--- src/rtl/exc_commit_ctrl_pkg.sv ---
// Shared exception/commit definitions for the write-back commit controller.
// Interrupt support is enabled with the EXC_INT_EN macro (see exc_commit_ctrl.sv).
package exc_commit_ctrl_pkg;

    localparam logic [5:0] ECODE_INT     = 6'h00;
    localparam logic [5:0] ECODE_ADE     = 6'h08;
    localparam logic [5:0] ECODE_ALE     = 6'h09;
    localparam logic [5:0] ECODE_SYS     = 6'h0B;
    localparam logic [5:0] ECODE_BRK     = 6'h0C;
    localparam logic [5:0] ECODE_INE     = 6'h0D;
    localparam logic [8:0] ESUBCODE_ADEF = 9'd0;

    // ws_op = {csrxchg, csrwr, csrrd, ertn}
    localparam int unsigned OP_ERTN    = 0;
    localparam int unsigned OP_CSRRD   = 1;
    localparam int unsigned OP_CSRWR   = 2;
    localparam int unsigned OP_CSRXCHG = 3;

    // ws_exc = {ale, brk, sys, ine, adef}
    localparam int unsigned EXC_ADEF = 0;
    localparam int unsigned EXC_INE  = 1;
    localparam int unsigned EXC_SYS  = 2;
    localparam int unsigned EXC_BRK  = 3;
    localparam int unsigned EXC_ALE  = 4;

    typedef enum logic {
        ST_IDLE     = 1'b0,
        ST_REDIRECT = 1'b1
    } state_t;

endpackage

--- src/rtl/exc_commit_ctrl_prio.sv ---
// Exception priority encoder: INT > ADEF > INE > SYS > BRK > ALE.
module exc_prio_enc
    import exc_commit_ctrl_pkg::*;
(
    input  logic       int_q,
    input  logic [4:0] exc,
    output logic       hit,
    output logic [5:0] ecode,
    output logic [8:0] esubcode
);

    always_comb begin
        hit      = 1'b1;
        ecode    = '0;
        esubcode = '0;
        if (int_q) begin
            ecode = ECODE_INT;
        end else if (exc[EXC_ADEF]) begin
            ecode    = ECODE_ADE;
            esubcode = ESUBCODE_ADEF;
        end else if (exc[EXC_INE]) begin
            ecode = ECODE_INE;
        end else if (exc[EXC_SYS]) begin
            ecode = ECODE_SYS;
        end else if (exc[EXC_BRK]) begin
            ecode = ECODE_BRK;
        end else if (exc[EXC_ALE]) begin
            ecode = ECODE_ALE;
        end else begin
            hit = 1'b0;
        end
    end

endmodule

--- src/rtl/exc_commit_ctrl.sv ---
// Write-back commit controller: drives the CSR command interface and the fetch redirect.
// Define EXC_INT_EN to enable interrupt sampling (int_pending & crmd_ie) at top priority.
module exc_commit_ctrl
    import exc_commit_ctrl_pkg::*;
#(
    parameter int unsigned PC_W           = 32,
    parameter int unsigned FLUSH_HOLD_MIN = 1
) (
    input  logic            clk,
    input  logic            reset,
    input  logic            ws_valid,
    output logic            ws_ready,
    input  logic [PC_W-1:0] ws_pc,
    input  logic [3:0]      ws_op,
    input  logic [4:0]      ws_exc,
    input  logic [13:0]     ws_csr_num,
    input  logic [PC_W-1:0] ws_rj,
    input  logic [PC_W-1:0] ws_rd,
    output logic [PC_W-1:0] ws_csr_result,
    input  logic            int_pending,
    input  logic            crmd_ie,
    input  logic [PC_W-1:0] csr_eentry,
    input  logic [PC_W-1:0] csr_era,
    output logic            csr_re,
    output logic            csr_we,
    output logic [13:0]     csr_num,
    output logic [PC_W-1:0] csr_wmask,
    output logic [PC_W-1:0] csr_wvalue,
    input  logic [PC_W-1:0] csr_rvalue,
    output logic            wb_ex,
    output logic            eret_flush,
    output logic [5:0]      wb_ecode,
    output logic [8:0]      wb_esubcode,
    output logic [PC_W-1:0] wb_pc,
    output logic            redirect_valid,
    output logic [PC_W-1:0] redirect_pc,
    input  logic            redirect_ready
);

    localparam int unsigned HCW = $clog2(FLUSH_HOLD_MIN + 1) + 1;

    state_t            state, state_nxt;
    logic              int_q;
    logic              tgt_era_q;
    logic              cap_q;
    logic [HCW-1:0]    hold_cnt;
    logic [PC_W-1:0]   pc_q;
    logic              commit;
    logic              exc_hit;
    logic [5:0]        enc_ecode;
    logic [8:0]        enc_esubcode;
    logic              hold_done;
    logic [PC_W-1:0]   redir_live;

`ifdef EXC_INT_EN
    always_ff @(posedge clk) begin
        if (reset) int_q <= 1'b0;
        else       int_q <= int_pending & crmd_ie;
    end
`else
    logic unused_int;
    assign unused_int = int_pending ^ crmd_ie;
    assign int_q      = 1'b0;
`endif

    exc_prio_enc u_prio (
        .int_q    (int_q),
        .exc      (ws_exc),
        .hit      (exc_hit),
        .ecode    (enc_ecode),
        .esubcode (enc_esubcode)
    );

    assign hold_done  = hold_cnt >= HCW'(FLUSH_HOLD_MIN);
    assign redir_live = tgt_era_q ? csr_era : csr_eentry;

    // Target is sampled live in the first REDIRECT cycle so the CSR update from the commit is visible, then held.
    always_ff @(posedge clk) begin
        if (reset) begin
            state     <= ST_IDLE;
            tgt_era_q <= 1'b0;
            cap_q     <= 1'b0;
            hold_cnt  <= '0;
            pc_q      <= '0;
        end else begin
            state <= state_nxt;
            if (state == ST_IDLE && state_nxt == ST_REDIRECT) begin
                tgt_era_q <= eret_flush;
                cap_q     <= 1'b0;
                hold_cnt  <= HCW'(1);
            end else if (state == ST_REDIRECT) begin
                cap_q <= 1'b1;
                if (!cap_q)     pc_q     <= redir_live;
                if (!hold_done) hold_cnt <= hold_cnt + HCW'(1);
            end
        end
    end

    always_comb begin
        state_nxt      = state;
        ws_ready       = (state == ST_IDLE);
        commit         = ws_valid & ws_ready & ~reset;
        ws_csr_result  = '0;
        csr_re         = 1'b0;
        csr_we         = 1'b0;
        csr_num        = '0;
        csr_wmask      = '0;
        csr_wvalue     = '0;
        wb_ex          = 1'b0;
        eret_flush     = 1'b0;
        wb_ecode       = '0;
        wb_esubcode    = '0;
        wb_pc          = '0;
        redirect_valid = 1'b0;
        redirect_pc    = '0;

        if (commit) begin
            if (exc_hit) begin
                wb_ex       = 1'b1;
                wb_ecode    = enc_ecode;
                wb_esubcode = enc_esubcode;
                wb_pc       = ws_pc;
                state_nxt   = ST_REDIRECT;
            end else if (ws_op[OP_ERTN]) begin
                eret_flush = 1'b1;
                state_nxt  = ST_REDIRECT;
            end else if (ws_op[OP_CSRXCHG] | ws_op[OP_CSRWR] | ws_op[OP_CSRRD]) begin
                csr_re        = 1'b1;
                csr_num       = ws_csr_num;
                ws_csr_result = csr_rvalue;
                if (ws_op[OP_CSRXCHG]) begin
                    csr_we     = 1'b1;
                    csr_wmask  = ws_rj;
                    csr_wvalue = ws_rd;
                end else if (ws_op[OP_CSRWR]) begin
                    csr_we     = 1'b1;
                    csr_wmask  = '1;
                    csr_wvalue = ws_rd;
                end
            end
        end

        if (state == ST_REDIRECT) begin
            redirect_valid = 1'b1;
            redirect_pc    = cap_q ? pc_q : redir_live;
            if (redirect_ready && hold_done) state_nxt = ST_IDLE;
        end
    end

endmodule

--- config.mk ---
export PLATFORM = sky130hd
export DESIGN_NAME = exc_commit_ctrl
export DESIGN_NICKNAME = d
export VERILOG_FILES = /design/src/rtl/exc_commit_ctrl_pkg.sv /design/src/rtl/exc_commit_ctrl_prio.sv /design/src/rtl/exc_commit_ctrl.sv
export SDC_FILE = /design/constraint.sdc
export NUM_CORES = 1
export LEC_CHECK = 0
export ABC_CLOCK_PERIOD_IN_PS = 3720
export CORE_AREA = 2 2 163 165
export DETAILED_ROUTE_END_ITERATION = 6
export DIE_AREA = 0 0 165 167
export SLEW_MARGIN = 5
export SYNTH_ARGS = -nofsm -noshare
export SYNTH_HDL_FRONTEND = slang
export SYNTH_SLANG_ARGS = --single-unit
--- constraint.sdc ---
create_clock -name clk -period 3.72 [get_ports clk]
set_input_delay 0.744 -clock clk [delete_from_list [all_inputs] [get_ports clk]]
set_output_delay 0.744 -clock clk [all_outputs]
set_load 0.05 [all_outputs]
==> metrics.md <==
| Metric | Value |
|---|---|
| Num rows | 59 |
| Power per standard cell area | 195 nW/um^2 |
| CTS tree | built |
| Unrepaired setup endpoints after global routing | true |
| Share of synthesized flip-flops with an asynchronous set or reset | 0% |
| Origin of the critical flop-to-flop path | cap_q |
| Gr ovfl total | 0 |
| DR vias/cell | 3.89 |
| Post-CTS Hold Fix Bufs | 0 |
| Clock skew | 0.00594 ns |
| Largest net degree at the start of global routing | 67 |
| Synth-to-layout area growth | 170% |
| Area of all placed cells without fillers | 9560 sq um |
| Detailed placer's ending HPWL | 18.4 mm |
| Total vias in the final route | 5133 |
| Average wire per standard cell | 16.2 um |
| Post-layout utilization of the core | 37.1% |
| Run status | finished, final reports clean |
| Portion of synthesized cell area occupied by the leading cell type | 20.9% |
| Count of final setup violators | 0 |
| Share of synthesized area occupied by flip-flops and latches | 20.9% |
| Kind of launch point of the worst setup path | input pin |
| Clk sink count | 37 |
| Clock buffers created by TritonCTS | 5 |
| Synth Instances | 552 |
| Chip height | 167 um |
| Yosys top cell by area | sky130_fd_sc_hd__dfxtp_1 |
| Critical path peak fanout | 48 |
| Die area | 27600 sq um |
| Core area | 25800 sq um |
| Maximum buffer depth of the clock tree | 2 |
| Top cell types by occurrence after synthesis | sky130_fd_sc_hd__inv_1, sky130_fd_sc_hd__nor2_1, sky130_fd_sc_hd__and2_1 |
| Yosys warning total | 0 |
| Final antenna-violating net count | 0 |
| Global-route wire length before repair | 30.4 mm |
| Relative slew slack | 52.7% |
| Number of unique standard cell types used by synthesis | 33 |
| Clock-pin slew on the worst setup and hold paths | 0.05 ns |
| Critical Path RT | 2.98 ns |
| Last weighted congestion value of the routability-driven placer | 0.875 |
| Slew at the pin with the worst max-slew slack | 0.707 ns |
| Netlist area before placement | 3540 sq um |
| Count of buffers inserted at the top-level ports | 402 |
| Dpl cell area | 9370 sq um |
| Root buffer selected by CTS | sky130_fd_sc_hd__clkbuf_16 |
| Ratio of cells with drive above 1 in the final layout | 24.6% |
| Highest attainable clock frequency | 272 MHz |
| Top-count cell post-synth | sky130_fd_sc_hd__inv_1 |
| Number of antenna violations at the first check in global routing | 12 |
| Number of placed instances, taps included | 1308 |
| Later-pin clock latency in the skew report | 0.28 ns |
| Period Utilization, post-route | 98.8% |
| Area contributors post-synth | sky130_fd_sc_hd__dfxtp_1, sky130_fd_sc_hd__and2_1, sky130_fd_sc_hd__mux2i_1, sky130_fd_sc_hd__inv_1, sky130_fd_sc_hd__nor2_1 |
| Worst Setup SP | ws_exc[3] |
| Per-instance average area after synthesis | 6.41 sq um |
| Final number of hold-violating endpoints | 0 |
| Final period demand of the worst path | 3.67 ns |
| Number of remaining DRC errors | 0 |
| Total wirelength of the detailed-routed design | 21.4 mm |
| Number of cells in the finished layout apart from fillers | 1320 |
| Detailed Routing Iterations Pass 1 | 4 |
| Number of global-route vias before repair | 4975 |
| Total global routing track utilization | 14.7% |
| Max-Cap Viols | 0 |
| Layout net count | 1202 |
| Total negative slack for setup checks | 0 ns |
| Path type of the worst min-delay path | reg2reg |
| Main synth FF type | sky130_fd_sc_hd__dfxtp_1 |
| Count of routing violations after the opening detailed-route iteration | 211 |
| Critical path class | in2out |
| Peak supply drop | 0.190 mV |
| Endpoint type of the worst setup path | primary output |
| Standby leakage power | 3.97 nW |
| Overall power of the completed layout | 1.87 mW |
| Number of pins exceeding their max-slew limit in the final report | 0 |
| Starting density of the core | 13.7% |
| Ports placed on the boundary | 416 |
| Chip Width | 165 um |
| H-tree lvl count | 2 |
| Total of flip-flops plus latches after synthesis | 37 |
| Number of flops mapped to enable cells by yosys | 0 |
| Data arrival time of the critical path | 2.93 ns |
| Startpoint of the most critical hold path | pc_q[6] |
routing by layer:
| layer | track usage (%) | routed length [um] | up-vias |
|---|---|---|---|
| met1 | 18.7 | 9010 | 2244 |
| li1 | - | - | 2614 |
| met3 | 5.48 | 2480 | 16 |
| met5 | 0 | 23 | - |
| met2 | 23.8 | 9710 | 255 |
| met4 | 2.76 | 220 | 4 |
path summary, 6_finish.rpt:
path	slack, ns	endpoint	depth (start not counted)
max	0.05	ws_csr_result[28]	6
min	0.50	pc_q[6]	2
max reg2reg	1.82	pc_q[26]	5
min reg2reg	0.50	pc_q[6]	2
placed cells by master (no fill, tap or decap), types with 2 or more instances in the layout:
cell type / instances
sky130_fd_sc_hd__a21oi_2: 2
sky130_fd_sc_hd__a21oi_1: 33
sky130_fd_sc_hd__nor3_2: 3
sky130_fd_sc_hd__dfxtp_1: 35
sky130_fd_sc_hd__clkdlybuf4s50_1: 250
sky130_fd_sc_hd__nand2_1: 34
sky130_fd_sc_hd__or4_4: 2
sky130_fd_sc_hd__nor3_1: 46
sky130_fd_sc_hd__o21a_1: 34
sky130_fd_sc_hd__clkbuf_16: 5
sky130_fd_sc_hd__and2_1: 64
sky130_fd_sc_hd__buf_12: 119
sky130_fd_sc_hd__diode_2: 5
sky130_fd_sc_hd__mux2i_1: 32
sky130_fd_sc_hd__dfxtp_2: 2
sky130_fd_sc_hd__conb_1: 11
sky130_fd_sc_hd__nor4_1: 2
sky130_fd_sc_hd__nor2_1: 69
sky130_fd_sc_hd__buf_4: 101
sky130_fd_sc_hd__inv_1: 83
sky130_fd_sc_hd__a211oi_1: 33
registers in the layout (all words and copies together) (netlist names):
signal and cells:
state 1, cap_q 1, pc_q 32, hold_cnt 2, tgt_era_q 1
cell type report:
cell class | instances | area (sq um)
multi-input cells | 379 | 2260
inverters | 85 | 322
fillers | 2651 | 16200
clock buffers | 7 | 143
repair buffers | 472 | 5660
diodes | 5 | 12.5
flip-flops and latches | 37 | 743
well taps | 335 | 419
cells by family after synthesis:
| logic type | Yosys count | share of synthesized area (%) |
|---|---|---|
| buf+inv | 146 | 17.6 |
| compound gates | 109 | 20.6 |
| other cells | 1 | 0.106 |
| fa+ha+maj | 1 | 0.353 |
| xor+xnor | 1 | 0.247 |
| flops | 37 | 20.9 |
| mux | 32 | 9.05 |
| simple gates | 225 | 31.0 |
repair_timing:
item	CTS	global route
gates resized for setup	2	6
buffers inserted	0	0
setup endpoints to repair	46	34
report_power, final:
group	leakage (nW)	internal (mW)	switching, mW
logic	3.60	0.462	0.505
clock network	0.0700	0.263	0.162
registers	0.306	0.450	0.0266
critical path, cell delays in order:
cell	delay (ns)
sky130_fd_sc_hd__clkdlybuf4s50_1	0.43
sky130_fd_sc_hd__or4_4	0.55
sky130_fd_sc_hd__or3_2	0.46
sky130_fd_sc_hd__buf_12	0.20
sky130_fd_sc_hd__nor3_1	0.34
sky130_fd_sc_hd__buf_12	0.19
stage by stage:
| stage | setup slack [ns] | hold slack [ns] |
|---|---|---|
| after floorplan | -0.0693 | 0.453 |
| after global placement | -0.0499 | 0.468 |
| after detailed placement | -0.0492 | 0.492 |
| after CTS | 0.00424 | 0.500 |
| after global routing | -0.0398 | 0.517 |
| final | 0.0453 | 0.496 |
(Power assumes the default switching activity.)
